==> config.mk <==
export PLATFORM = sky130hd
export DESIGN_NAME = fp16_div_sched
export DESIGN_NICKNAME = d
export VERILOG_FILES = /design/src/rtl/fp16_div_pkg.sv /design/src/rtl/fp16_mant_div.sv /design/src/rtl/fp16_div_sched.sv
export SDC_FILE = /design/constraint.sdc
export NUM_CORES = 1
export LEC_CHECK = 0
export ABC_CLOCK_PERIOD_IN_PS = 4100
export CAP_MARGIN = 0
export CORE_UTILIZATION = 59
export CTS_BUF_LIST = sky130_fd_sc_hd__clkbuf_4 sky130_fd_sc_hd__clkbuf_8
export DETAILED_ROUTE_END_ITERATION = 10
export DONT_BUFFER_PORTS = 1
export PLACE_DENSITY = 0.81
export SETUP_SLACK_MARGIN = 0.4
export SYNTH_ARGS = -nofsm -noshare
export SYNTH_HDL_FRONTEND = slang
export SYNTH_HIERARCHICAL = 1
export SYNTH_SLANG_ARGS = --single-unit
==> constraint.sdc <==
create_clock -name clk -period 4.1 [get_ports clk]
set_input_delay 0.205 -clock clk [delete_from_list [all_inputs] [get_ports clk]]
set_output_delay 0.205 -clock clk [all_outputs]
set_load 0.02 [all_outputs]
==> src/rtl/fp16_div_pkg.sv <==
// Shared constants and types for the half-precision divide scheduler.
// Pure definitions: no logic, no latency.
// No backpressure here; consumers are fp16_div_sched and fp16_mant_div.
package fp16_div_pkg;

    localparam int EXP_W    = 5;
    localparam int MAN_W    = 10;
    localparam int BIAS     = 15;
    localparam int QUO_BITS = 12;

    // Canonical quiet NaN and the all-ones exponent used for inf/NaN.
    localparam logic [15:0]      CANON_NAN = 16'h7E00;
    localparam logic [EXP_W-1:0] EXP_INF   = 5'h1F;

    typedef enum logic [1:0] {
        IDLE = 2'd0,
        DIV  = 2'd1,
        NORM = 2'd2,
        DONE = 2'd3
    } state_t;

endpackage

==> src/rtl/fp16_mant_div.sv <==
// Restoring divider for two 11-bit mantissas {1,frac}, one quotient bit per cycle.
// Latency: start loads operands; done rises 12 edges later and stays high until the next start.
// No backpressure: the caller holds q until it has consumed it.
// Ports: clk, reset (sync, active-high), start, dividend[10:0], divisor[10:0] -> done, q[11:0]
// (q[11] is the integer bit, q[10:0] the fraction; the remainder is discarded).
module fp16_mant_div
    import fp16_div_pkg::*;
(
    input  logic                clk,
    input  logic                reset,
    input  logic                start,
    input  logic [MAN_W:0]      dividend,
    input  logic [MAN_W:0]      divisor,
    output logic                done,
    output logic [QUO_BITS-1:0] q
);

    localparam int REM_W = MAN_W + 2;
    localparam int CNT_W = $clog2(QUO_BITS);

    logic [REM_W-1:0]    rem_q, rem_d;
    logic [MAN_W:0]      dvs_q, dvs_d;
    logic [QUO_BITS-1:0] quo_q, quo_d;
    logic [CNT_W-1:0]    cnt_q, cnt_d;
    logic                run_q, run_d;
    logic                done_q, done_d;

    logic [REM_W:0]      diff;
    logic                fits;
    logic [REM_W-1:0]    rem_sel;

    always_comb begin
        rem_d   = rem_q;
        dvs_d   = dvs_q;
        quo_d   = quo_q;
        cnt_d   = cnt_q;
        run_d   = run_q;
        done_d  = done_q;
        // Trial subtraction; the borrow bit says whether the divisor fits.
        diff    = {1'b0, rem_q} - {2'b00, dvs_q};
        fits    = ~diff[REM_W];
        rem_sel = fits ? diff[REM_W-1:0] : rem_q;

        if (start) begin
            // Dividend < 2*divisor always holds for normalised mantissas,
            // so the first step yields the integer bit directly.
            rem_d  = {1'b0, dividend};
            dvs_d  = divisor;
            quo_d  = '0;
            cnt_d  = '0;
            run_d  = 1'b1;
            done_d = 1'b0;
        end else if (run_q) begin
            rem_d = rem_sel << 1;
            quo_d = {quo_q[QUO_BITS-2:0], fits};
            cnt_d = cnt_q + 1'b1;
            if (cnt_q == CNT_W'(QUO_BITS - 1)) begin
                run_d  = 1'b0;
                done_d = 1'b1;
            end
        end
    end

    always_ff @(posedge clk) begin
        if (reset) begin
            rem_q  <= '0;
            dvs_q  <= '0;
            quo_q  <= '0;
            cnt_q  <= '0;
            run_q  <= 1'b0;
            done_q <= 1'b0;
        end else begin
            rem_q  <= rem_d;
            dvs_q  <= dvs_d;
            quo_q  <= quo_d;
            cnt_q  <= cnt_d;
            run_q  <= run_d;
            done_q <= done_d;
        end
    end

    assign done = done_q;
    assign q    = quo_q;

endmodule

==> src/rtl/fp16_div_sched.sv <==
// Two-requester round-robin scheduler around one IEEE-half divider (truncating).
// Latency: res_valid rises 14 edges after accept (1 edge for special operands when enabled).
// Backpressure: one op in flight; req ready low outside IDLE, result held until res_ready.
// Ports: clk, reset (sync, active-high); req{0,1}_valid/_ready/_a/_b operand pairs;
// res_valid/res_ready/res_d/res_id/res_ovf/res_unf result; busy = not IDLE.
// Optional: FP16_DIV_SPECIAL_EN decodes zero/inf/NaN operands and bypasses the divider.
module fp16_div_sched
    import fp16_div_pkg::*;
(
    input  logic        clk,
    input  logic        reset,
    input  logic        req0_valid,
    output logic        req0_ready,
    input  logic [15:0] req0_a,
    input  logic [15:0] req0_b,
    input  logic        req1_valid,
    output logic        req1_ready,
    input  logic [15:0] req1_a,
    input  logic [15:0] req1_b,
    output logic        res_valid,
    input  logic        res_ready,
    output logic [15:0] res_d,
    output logic        res_id,
    output logic        res_ovf,
    output logic        res_unf,
    output logic        busy
);

    state_t             state_q, state_d;
    logic               last_grant_q, last_grant_d;
    logic               sign_q, sign_d;
    logic signed [6:0]  exp_q, exp_d;
    logic [15:0]        res_dat_q, res_dat_d;
    logic               res_id_q, res_id_d;
    logic               ovf_q, ovf_d;
    logic               unf_q, unf_d;

    logic               gnt0, gnt1, accept;
    logic [15:0]        op_a, op_b;
    logic               op_sign;
    logic [EXP_W-1:0]   ea, eb;
    logic signed [6:0]  exp_diff;
    logic               div_start, div_done;
    logic [QUO_BITS-1:0] quo;
    logic signed [6:0]  exp_n;
    logic [MAN_W-1:0]   man_n;
    logic               sp_hit, sp_ovf, sp_unf;
    logic [15:0]        sp_res;

    // Round robin: on contention the requester not served last wins.
    assign gnt0       = req0_valid & (~req1_valid | last_grant_q);
    assign gnt1       = req1_valid & (~req0_valid | ~last_grant_q);
    assign req0_ready = (state_q == IDLE) & ~reset & gnt0;
    assign req1_ready = (state_q == IDLE) & ~reset & gnt1;
    assign accept     = req0_ready | req1_ready;

    assign op_a     = gnt1 ? req1_a : req0_a;
    assign op_b     = gnt1 ? req1_b : req0_b;
    assign op_sign  = op_a[15] ^ op_b[15];
    assign ea       = op_a[14:10];
    assign eb       = op_b[14:10];
    assign exp_diff = $signed({2'b00, ea}) - $signed({2'b00, eb}) + $signed(7'(BIAS));

`ifdef FP16_DIV_SPECIAL_EN
    logic a_zero, b_zero, a_top, b_top, a_nan, b_nan, a_inf, b_inf;

    // Exponent field 0 is flushed to zero, so subnormals never reach the divider.
    always_comb begin
        a_zero = (ea == '0);
        b_zero = (eb == '0);
        a_top  = (ea == EXP_INF);
        b_top  = (eb == EXP_INF);
        a_nan  = a_top & (|op_a[MAN_W-1:0]);
        b_nan  = b_top & (|op_b[MAN_W-1:0]);
        a_inf  = a_top & ~(|op_a[MAN_W-1:0]);
        b_inf  = b_top & ~(|op_b[MAN_W-1:0]);
        sp_hit = a_zero | b_zero | a_top | b_top;
        sp_ovf = 1'b0;
        sp_unf = 1'b0;
        if (a_nan | b_nan | (a_zero & b_zero) | (a_inf & b_inf)) begin
            sp_res = CANON_NAN;
        end else if (b_zero | a_inf) begin
            sp_res = {op_sign, EXP_INF, {MAN_W{1'b0}}};
            sp_ovf = 1'b1;
        end else begin
            sp_res = {op_sign, {(EXP_W + MAN_W){1'b0}}};
            sp_unf = 1'b1;
        end
    end
`else
    assign sp_hit = 1'b0;
    assign sp_ovf = 1'b0;
    assign sp_unf = 1'b0;
    assign sp_res = '0;
`endif

    assign div_start = accept & ~sp_hit;

    fp16_mant_div u_mant_div (
        .clk      (clk),
        .reset    (reset),
        .start    (div_start),
        .dividend ({1'b1, op_a[MAN_W-1:0]}),
        .divisor  ({1'b1, op_b[MAN_W-1:0]}),
        .done     (div_done),
        .q        (quo)
    );

    // Quotient lies in (0.5, 2): without the integer bit, shift left one and drop the exponent.
    assign exp_n = quo[QUO_BITS-1] ? exp_q : exp_q - 7'sd1;
    assign man_n = quo[QUO_BITS-1] ? quo[MAN_W:1] : quo[MAN_W-1:0];

    always_comb begin
        state_d      = state_q;
        last_grant_d = last_grant_q;
        sign_d       = sign_q;
        exp_d        = exp_q;
        res_dat_d    = res_dat_q;
        res_id_d     = res_id_q;
        ovf_d        = ovf_q;
        unf_d        = unf_q;
        case (state_q)
            IDLE: begin
                if (accept) begin
                    last_grant_d = gnt1;
                    res_id_d     = gnt1;
                    sign_d       = op_sign;
                    exp_d        = exp_diff;
                    if (sp_hit) begin
                        res_dat_d = sp_res;
                        ovf_d     = sp_ovf;
                        unf_d     = sp_unf;
                        state_d   = DONE;
                    end else begin
                        state_d   = DIV;
                    end
                end
            end
            DIV: begin
                if (div_done) state_d = NORM;
            end
            NORM: begin
                state_d = DONE;
                ovf_d   = 1'b0;
                unf_d   = 1'b0;
                if (exp_n >= 7'sd31) begin
                    res_dat_d = {sign_q, EXP_INF, {MAN_W{1'b0}}};
                    ovf_d     = 1'b1;
                end else if (exp_n <= 7'sd0) begin
                    res_dat_d = {sign_q, {(EXP_W + MAN_W){1'b0}}};
                    unf_d     = 1'b1;
                end else begin
                    res_dat_d = {sign_q, exp_n[EXP_W-1:0], man_n};
                end
            end
            DONE: begin
                if (res_ready) state_d = IDLE;
            end
            default: state_d = IDLE;
        endcase
    end

    always_ff @(posedge clk) begin
        if (reset) begin
            state_q      <= IDLE;
            last_grant_q <= 1'b1;
            sign_q       <= 1'b0;
            exp_q        <= '0;
            res_dat_q    <= '0;
            res_id_q     <= 1'b0;
            ovf_q        <= 1'b0;
            unf_q        <= 1'b0;
        end else begin
            state_q      <= state_d;
            last_grant_q <= last_grant_d;
            sign_q       <= sign_d;
            exp_q        <= exp_d;
            res_dat_q    <= res_dat_d;
            res_id_q     <= res_id_d;
            ovf_q        <= ovf_d;
            unf_q        <= unf_d;
        end
    end

    assign res_valid = (state_q == DONE);
    assign res_d     = res_dat_q;
    assign res_id    = res_id_q;
    assign res_ovf   = ovf_q;
    assign res_unf   = unf_q;
    assign busy      = (state_q != IDLE);

endmodule

Word-level counts from Yosys, hierarchy flattened:

Index checks and enable logic that the tools add are counted.

* bits in registers: 71
* bits of input ports: 69
* output and inout bits: 23
* logic and storage cells: 69

* $add $sub $neg: 5
* $lt $le $gt $ge: 2
* eq/ne operators: 7
* muxes and demuxes: 19
* bitwise gates (word level): 14
* reduce and logical (&&, ||, !) cells: 7

Operators with widths (count)
* two-way mux 11 bit: 3
* two-way mux 16 bit: 2
* two-way mux 15 bit: 2
* subtractor 12 x 11 -> 13 bit: 1
* two-way mux 10 bit: 1
* one-hot mux 2 bit (4 select lines): 1
* adder 6 x 5 -> 7 bit (second input constant): 1
* >= comparator 7 x 6 -> 1 bit (second input constant): 1
* less-or-equal comparator 7 x 1 -> 1 bit (second input constant): 1
* two-way mux 7 bit: 1
* subtractor 7 x 2 -> 7 bit (second input constant): 1
* two-way mux 1 bit: 6
* two-way mux 2 bit: 3
* subtractor 5 x 5 -> 6 bit: 1
* bitwise AND 1 bit: 5
* inverter 1 bit: 5
* adder 4 x 1 -> 4 bit (second input constant): 1
* equality test 2 bit (second input constant): 2
* equality test 4 bit (second input constant): 1
* inequality test 2 x 1 -> 1 bit (second input constant): 2
* AND reduction 2 bit: 2
* nonzero test 2 bit: 2
* OR 1 bit: 3
* AND reduction 3 bit: 1
* other kinds (5): 5

Longest topological paths before layout:

Gate-level depths: netlist of the first run.

* depth after elaboration: 7
* gate-level depth with buffers: 13
* depth with buffers taken out: 11

By module:

The synthesis of the first run kept the hierarchy.

Modules (own cells, without submodules)
* fp16_mant_div: times used 1, cells an instance 238, area an instance 2238.4 sq um, seq. area each 820.8 sq um
* fp16_div_sched: times used 1, cells an instance 235, area an instance 2114.5 sq um, seq. area each 600.6 sq um

Worst setup path before layout of the first run:

Ideal clock, no wire load.

* path kind: reg-to-reg
* start point: register last_grant_q
* end point: register exp_q[5]
* library setup time: 0.091 ns
* data arrival time: 2.868 ns
* data required time: 4.009 ns
* slack: 1.141 ns
* stages on the path, launching flop included: 10
* path buffers: 1
* clock period less this slack: 2.959 ns
* path through: dfxtp_1 -> a21boi_1 -> clkbuf_1 -> mux2_2 -> fa_1 -> a21o_1 -> a21oi_1 -> xor2_1 -> or3_1 -> a311oi_1

* word-level cells in the longest chain between the ends: 6
* elaborated cells on any way between the ends: 13
* those cells by class: 2 x add/sub; 2 x mux; 8 x bitwise; 1 x reduce/logical

RTL lines
* start: declaration: line fp16_div_sched.sv:30 `logic last_grant_q, last_grant_d;`
* start signal: assignment: line fp16_div_sched.sv:175 `last_grant_q <= last_grant_d;`
* inverter 1 bit: line fp16_div_sched.sv:52 `assign gnt1 = req1_valid & (~req0_valid | ~last_grant_q);`
* OR 1 bit: line fp16_div_sched.sv:52
* bitwise AND 1 bit: line fp16_div_sched.sv:52
* two-way mux 16 bit (tied with other cells): line fp16_div_sched.sv:57 `assign op_a = gnt1 ? req1_a : req0_a;`
* subtractor 5 x 5 -> 6 bit / OR 1 bit (equally long branches): line fp16_div_sched.sv:62, fp16_div_sched.sv:55
* adder 6 x 5 -> 7 bit / AND reduction 2 bit (equally long branches)
* end signal: assignment: line fp16_div_sched.sv:177 `exp_q <= exp_d;`
* end: declaration: line fp16_div_sched.sv:32 `logic signed [6:0] exp_q, exp_d;`

Several ways; a longest one is shown, not always the timed one.
A chain may end at the register's enable or synchronous reset.

Worst setup path after layout of the first run:

Same ends and word-level chain as after synthesis.

==> qor.yml, run 1 <==
synthesis:
  ys.warnings.count: 6
  synth_edf_count: 0
  synth_area_per_cell_um2: 9.20
  synth_most_common_cell: "dfxtp_1"
  seq_area_frac_synth: 0.327
  yosysTopAreaCell: "dfxtp_1"
  synth_seq_cells: 71
  synthesis.area_um2: 4350
  async_flop_share: 0
  yosysUniqueCellTypes: 69
  synthTopCellsByCount: "71 x dfxtp_1, 49 x nor2_1, 47 x mux2i_1"
  synth_top_cell_area_share: 0.327
  synthFlopType: "dfxtp_1"
  synthCells: 473
  synth_area_leaders: "dfxtp_1 33%, mux2i_1 11%, mux2_2 7.0%"
timing:
  setup_tns_ns: 0
  slew_violations: 0
  rsz0062_at_grt: "false"
  tightest_slew_ns: 1.08
  slew_headroom: 0.277
  max_freq_mhz: 355
  hold_violations: 0
  fin_crit_ns: 2.82
  layout_worst_path_cycle_share: 0.688
  clock_skew_ns: 0.00724
  setup_viol: 0
  setup_slack_ns: 1.28
placement:
  place_hpwl_mm: 6.18
  dp_slack_ns: 1.29
  gp_congestion: 0.838
  io_buffer_count: 0
  place_area_um2: 4340
global_routing:
  grt_pass1_wl_mm: 14.0
  grtUsageTotal: 0.233
  antenna_found_initial: 0
  grt_pass1_vias: 3098
  grt-ovfl-total: 0
  grt_start_max_net_pins: 36
layout:
  final_core_utilization: 0.657
  stdcell_area_um2: 4560
  fin_nets: 558
  diodes: 0
  area_growth_syn_to_layout_pct: 4.77
  layout-drive-gt1-share: 0.128
floorplanning:
  die_height_um: 87.9
  core_area_um2: 6940
  die_area_um2: 7730
  pin_count: 92
  rows: 30
  die_x_um: 87.9
  start_util: 0.627
route:
  via_per_inst: 6.00
  wire_per_inst_um: 15.0
  postRouteAntennaNets: 0
  drt_iter0_drc: 174
  drc_errors: 0
  finalWirelength_mm: 8.48
  first_pass_iters: 4
  via_count: 3385
critical_path:
  r2r-start: "last_grant_q"
  cp-end-kind: "flop"
  path_class: "flop to flop"
  worstRegToRegCells: 10
  rr_endpoint: "exp_q[5]"
  worst-path-max-fanout: 9
  worstPathArrival_ns: 3.06
  worstPathRequired_ns: 4.34
  crit_path_start_kind: "flop"
  rrSetupSlack_ns: 1.28
hold_path:
  hold_start: "reset"
  hold_path_depth: 3
  worstHoldPathType: "input port to flop"
  holdPathEnd: "u_mant_div/rem_q[6]"
power_and_ir_drop:
  power.switching_mw: 1.25
  clock_power_share: 0.189
  powerDensity_nw_per_um2: 668
  p_seq_frac: 0.318
  intPower_mw: 1.80
  peakVddDrop_v: 0.000310
  p_comb_frac: 0.493
  p_sw_frac: 0.409
  p_leak_nw: 1.70
flow_run:
  cap_violations: 0
clocking:
  cts_buffers: 9
  worst_skew_pair.late_latency_ns: 0.34
  clock_path_buffers: 2
  cts-root-buf: "clkbuf_8"
  clk_pin_slew_ns: 0.08
  cts_sinks: 71
  cts-htree-levels: 3
  cts_tree: "built"
status:
  outcome: "finished clean"
## flip-flops by register name (all words and copies together) (netlist names)
register and cells:
res_d 16, u_mant_div/rem_q 12, u_mant_div/cnt_q 4, u_mant_div/q 12, res_id 1, u_mant_div/run_q 1
last_grant_q 1, res_ovf 1, res_unf 1, u_mant_div/done 1, u_mant_div/dvs_q 11, state_q 2
exp_q 7, sign_q 1
## cell families (layout without fill, tap and decap cells)
family                     Yosys count  count (layout)  share of synthesized area
AOI/OAI and AO/OA                  103             103                      0.169
xor gates and xnor gates            24              24                     0.0483
adders and majority gates           26              26                     0.0782
buffers and inverters               50              44                     0.0583
DFF                                 71              71                      0.327
muxes                               74              74                      0.178
other                                1               2                   0.000861
and+or+nand+nor                    124             124                      0.141
## metrics by stage
stage | power [mW] | cells | hold WS (ns)
after floorplan | 2.28 | 474 | 0.334
after global placement | 2.42 | 547 | 0.280
after detailed placement | 2.47 | 547 | 0.282
after CTS | 3.05 | 564 | 0.0507
after global routing | 3.27 | 564 | 0.0712
final | 3.05 | 564 | 0.0711
## critical path, cell delays in order (launching register included)
cell	delay [ns]
dfxtp_1	0.36
a21boi_4	0.33
mux2i_1	0.25
ha_1	0.19
inv_1	0.06
fa_1	0.40
xnor2_1	0.44
nand4_1	0.14
mux2i_1	0.17
o21ai_0	0.09
a311oi_1	0.28
## how the worst max path moves through the flow
| stage | startpoint | end | slack (ns) | cells past startpoint |
|---|---|---|---|---|
| global placement | last_grant_q | exp_q[5] | 1.45 | 8 |
| CTS | last_grant_q | exp_q[5] | 1.28 | 10 |
| floorplan | last_grant_q | exp_q[5] | 1.14 | 9 |
| detailed placement | last_grant_q | exp_q[5] | 1.29 | 10 |
| global route | last_grant_q | exp_q[4] | 1.07 | 10 |
| finish | last_grant_q | exp_q[5] | 1.28 | 10 |
## routing by layer
metal	GRT usage	vias to the layer above	routed length, µm
li1	-	1695	-
met1	0.286	1578	3890
met2	0.393	95	4010
met3	0.0490	17	415
met4	0.104	0	156
met5	0	-	0
## cell usage in the layout, fill, tap and decap left out, types with 4 or more instances in the layout
master	n
xor2_1	6
inv_1	25
mux2_2	27
o21ai_0	9
a211oi_1	7
clkbuf_8	11
nand2_1	27
mux2i_1	47
nand4_1	4
nand3_1	5
xnor2_1	18
o22ai_1	7
o21ai_1	11
nand2b_1	6
nor3_1	4
a31oi_1	8
ha_1	24
a22oi_1	11
dfxtp_1	71
nor2_1	49
a21oi_1	13
## area by class of cell
type                    instances  area, µm²
clock buffers                  11        151
clock inverters                 5       56.3
fillers                       567       2380
inverters                      25       93.8
multi-input cells             353       2690
flip-flops and latches         71       1420
well taps                      96        120
repair buffers                  3       25.0
## power by group through the flow
stage               Clock [mW]  Sequential [mW]  Combinational, mW
floorplan                    0            0.924               1.36
finish                   0.577            0.969               1.50
CTS                      0.589            0.969               1.50
detailed placement           0            0.984               1.48
global placement             0            0.978               1.44
global route             0.618            0.988               1.66
## repair_timing
action                    4_1_cts  5_1_grt
hold buffers                    1        0
hold endpoints to repair       29        0
setup buffers                   0        0
gates resized for setup         0        0
Note: power is estimated with default switching activity, not from simulation.
==> run 2, diff against run 1 <==
Settings changed: ABC_AREA set to 1, ABC_CLOCK_PERIOD_IN_PS 4100 to 2800.
Clock period 4.1 ns to 2.8 ns, I/O delays scaled along.
==> qor.yml, run 2 <==
floorplanning:
  pin_count: 92
  die_x_um: 90.7
  rows: 31
  die_height_um: 90.7
  start_util: 0.626
  die_area_um2: 8220
  core_area_um2: 7410
route:
  drt_iter0_drc: 322
  postRouteAntennaNets: 0
  first_pass_iters: 5
  finalWirelength_mm: 11.2
  wire_per_inst_um: 13.6
  via_per_inst: 5.51
  via_count: 4552
  drc_errors: 0
critical_path:
  crit_path_frequent_cell: "nand2_1"
  crit_path_start_kind: "flop"
  worstPathRequired_ns: 3.05
  worst-path-max-fanout: 7
  cp-end-kind: "flop"
  path_class: "flop to flop"
  critPathSlowestCell: "fa_2"
  worstPathArrival_ns: 2.60
  slowest_delay_ns: 0.41
  cp_cell_sequence: "nand2_2 -> nand2_4 -> buf_8 -> nand2_1 -> nand2_1 -> ha_2 -> inv_2 -> fa_2 -> a21oi_2 -> o21ai_2 -> xor2_1 -> nand2_1 -> nand2_1 -> nand2_1 -> o21bai_1 -> inv_1"
synthesis:
  synth-simple-area-share: 0.349
  synth_compound_area_frac: 0.140
  synth_area_leaders: "dfxtp_1 31%, nand2_1 19%, nor2_1 6.6%"
  synthCells: 722
  synth_area_per_cell_um2: 6.42
  yosysUniqueCellTypes: 44
  synthFlopType: "dfxtp_1"
  yosysTopAreaCell: "dfxtp_1"
  synth_fa_ha_area_frac: 0.0734
  async_flop_share: 0
  synth_seq_cells: 71
  synth_top_family_by_area: "simple AND/OR/NAND/NOR gates"
  ys.warnings.count: 6
  synth_edf_count: 0
  seq_area_frac_synth: 0.307
  synth_xor_area_frac: 0.0132
  synth_most_common_cell: "nand2_1"
  synthTopCellsByCount: "234 x nand2_1, 81 x nor2_1, 80 x inv_1"
  synth_top_cell_area_share: 0.307
  synth.mux.area_fraction: 0.0108
  synthesis.area_um2: 4640
placement:
  place_hpwl_mm: 7.90
  place_area_um2: 4680
  io_buffer_count: 0
  gp_congestion: 0.910
  dp_cells: 803
timing:
  max_freq_mhz: 426
  rsz0062_at_grt: "true"
  setup_tns_ns: 0
  setup_viol: 0
  clock_skew_ns: 0.0105
  slew_violations: 0
  hold_violations: 0
  slew_headroom: 0.592
  fin_hold_ws_ns: 0.0228
  fin_crit_ns: 2.35
  layout_worst_path_cycle_share: 0.839
  tightest_slew_ns: 0.612
layout:
  diodes: 0
  layout-drive-gt1-share: 0.125
  multi_input_area_um2: 2810
  final_cells: 826
  nFillCells: 648
  largest_reg_flops: 16
  area_growth_syn_to_layout_pct: 8.72
  fin_nets: 817
  stdcell_area_um2: 5040
  mostFrequentLayoutCell: "nand2_1"
  final_cell_mix: "231 x nand2_1, 79 x nor2_1, 76 x inv_1, 70 x dfxtp_1, 38 x nand3_1"
  regArea_um2: 1420
power_and_ir_drop:
  finalPower_mw: 5.26
  p_leak_nw: 2.31
  peakVddDrop_v: 0.000680
  powerDensity_nw_per_um2: 1040
global_routing:
  grt_pass1_vias: 4145
  grt-ovfl-total: 0
  grt_pass1_wl_mm: 18.5
  grt_start_max_net_pins: 40
  grtUsageTotal: 0.275
  antenna_found_initial: 0
hold_path:
  worstHoldPathType: "input port to flop"
status:
  outcome: "finished clean"
clocking:
  cts_tree: "built"
  cts_buffers: 9
  cts-root-buf: "clkbuf_8"
  worst_skew_pair.late_latency_ns: 0.36
  cts_sinks: 71
  clock_path_buffers: 2
  clk_pin_slew_ns: 0.08
  cts-htree-levels: 3
flow_run:
  cap_violations: 0
## run 2: cell types whose count changed after synthesis, sizes merged, moves of 8 or more
cell,delta
a211oi,+8
a21oi,+36
inv,+61
mux2,-27
mux2i,-42
nand2,+210
nand3,+34
nor2,+45
xnor2,-14
## run 2: metrics by stage
step           utilization  setup WS [ns]
2_1_floorplan            -          0.367
3_3_place_gp         0.632          0.311
3_5_place_dp         0.632          0.170
4_1_cts              0.662          0.389
5_1_grt              0.680          0.334
6_report             0.680          0.452
## run 2: power breakdown
part	total, mW	internal (mW)	leakage, nW	switching, mW
Combinational	3.04	1.06	1.64	1.98
Sequential	1.43	1.21	0.579	0.216
Clock	0.794	0.338	0.0888	0.456
Total	5.26	2.61	2.31	2.66
## run 2: cells by family after synthesis
| kind of cell | count (synthesis) |
|---|---|
| xor+xnor | 7 |
| buf+inv | 119 |
| flops | 71 |
| fa+ha+maj | 26 |
| mux | 5 |
| other cells | 1 |
| simple gates | 388 |
| compound gates | 105 |
## run 2: final cells by class
type,count,share of cell area
Inverter,91,0.0700
Multi-Input combinational cell,533,0.557
Timing Repair inverter,1,0.00149
Sequential cell,71,0.282
Timing Repair Buffer,15,0.0278
Clock inverter,7,0.0122
Tap cell,99,0.0246
Clock buffer,9,0.0246
## run 2: timing repair
action,4_1_cts,5_1_grt
hold buffers,1,0
endpoints found under the setup margin,5,41
resized for setup,5,29
cloned,0,1
pin swaps,0,9
buffers inserted,0,5
endpoints found under the hold margin,41,0
## run 2: layer usage
layer  up-vias  track usage  share of wire
met4         0        0.108          0.026
met1      2073        0.368           0.45
met5         -            0              0
li1       2298            -              -
met2       152        0.440           0.46
met3        29       0.0480          0.062
## run 2: worst paths after layout
| check | startpoint | slack [ns] | cells after the start | to |
|---|---|---|---|---|
| min reg2reg | u_mant_div/dvs_q[0] | 0.48 | 2 | u_mant_div/dvs_q[0] |
| min | reset | 0.02 | 2 | last_grant_q |
| max | last_grant_q | 0.45 | 16 | exp_q[5] |
| max reg2reg | last_grant_q | 0.45 | 16 | exp_q[5] |
## run 2: worst max-delay path: cells and delay by family, from the launching register on
family | cells | cell delay, ns
buffers and inverters | 3 | 0.26
adder cells (fa/ha/maj) | 2 | 0.58
AO/OA/AOI/OAI | 3 | 0.37
XOR/XNOR | 1 | 0.19
flip-flops | 1 | 0.34
AND/OR/NAND/NOR | 7 | 0.49
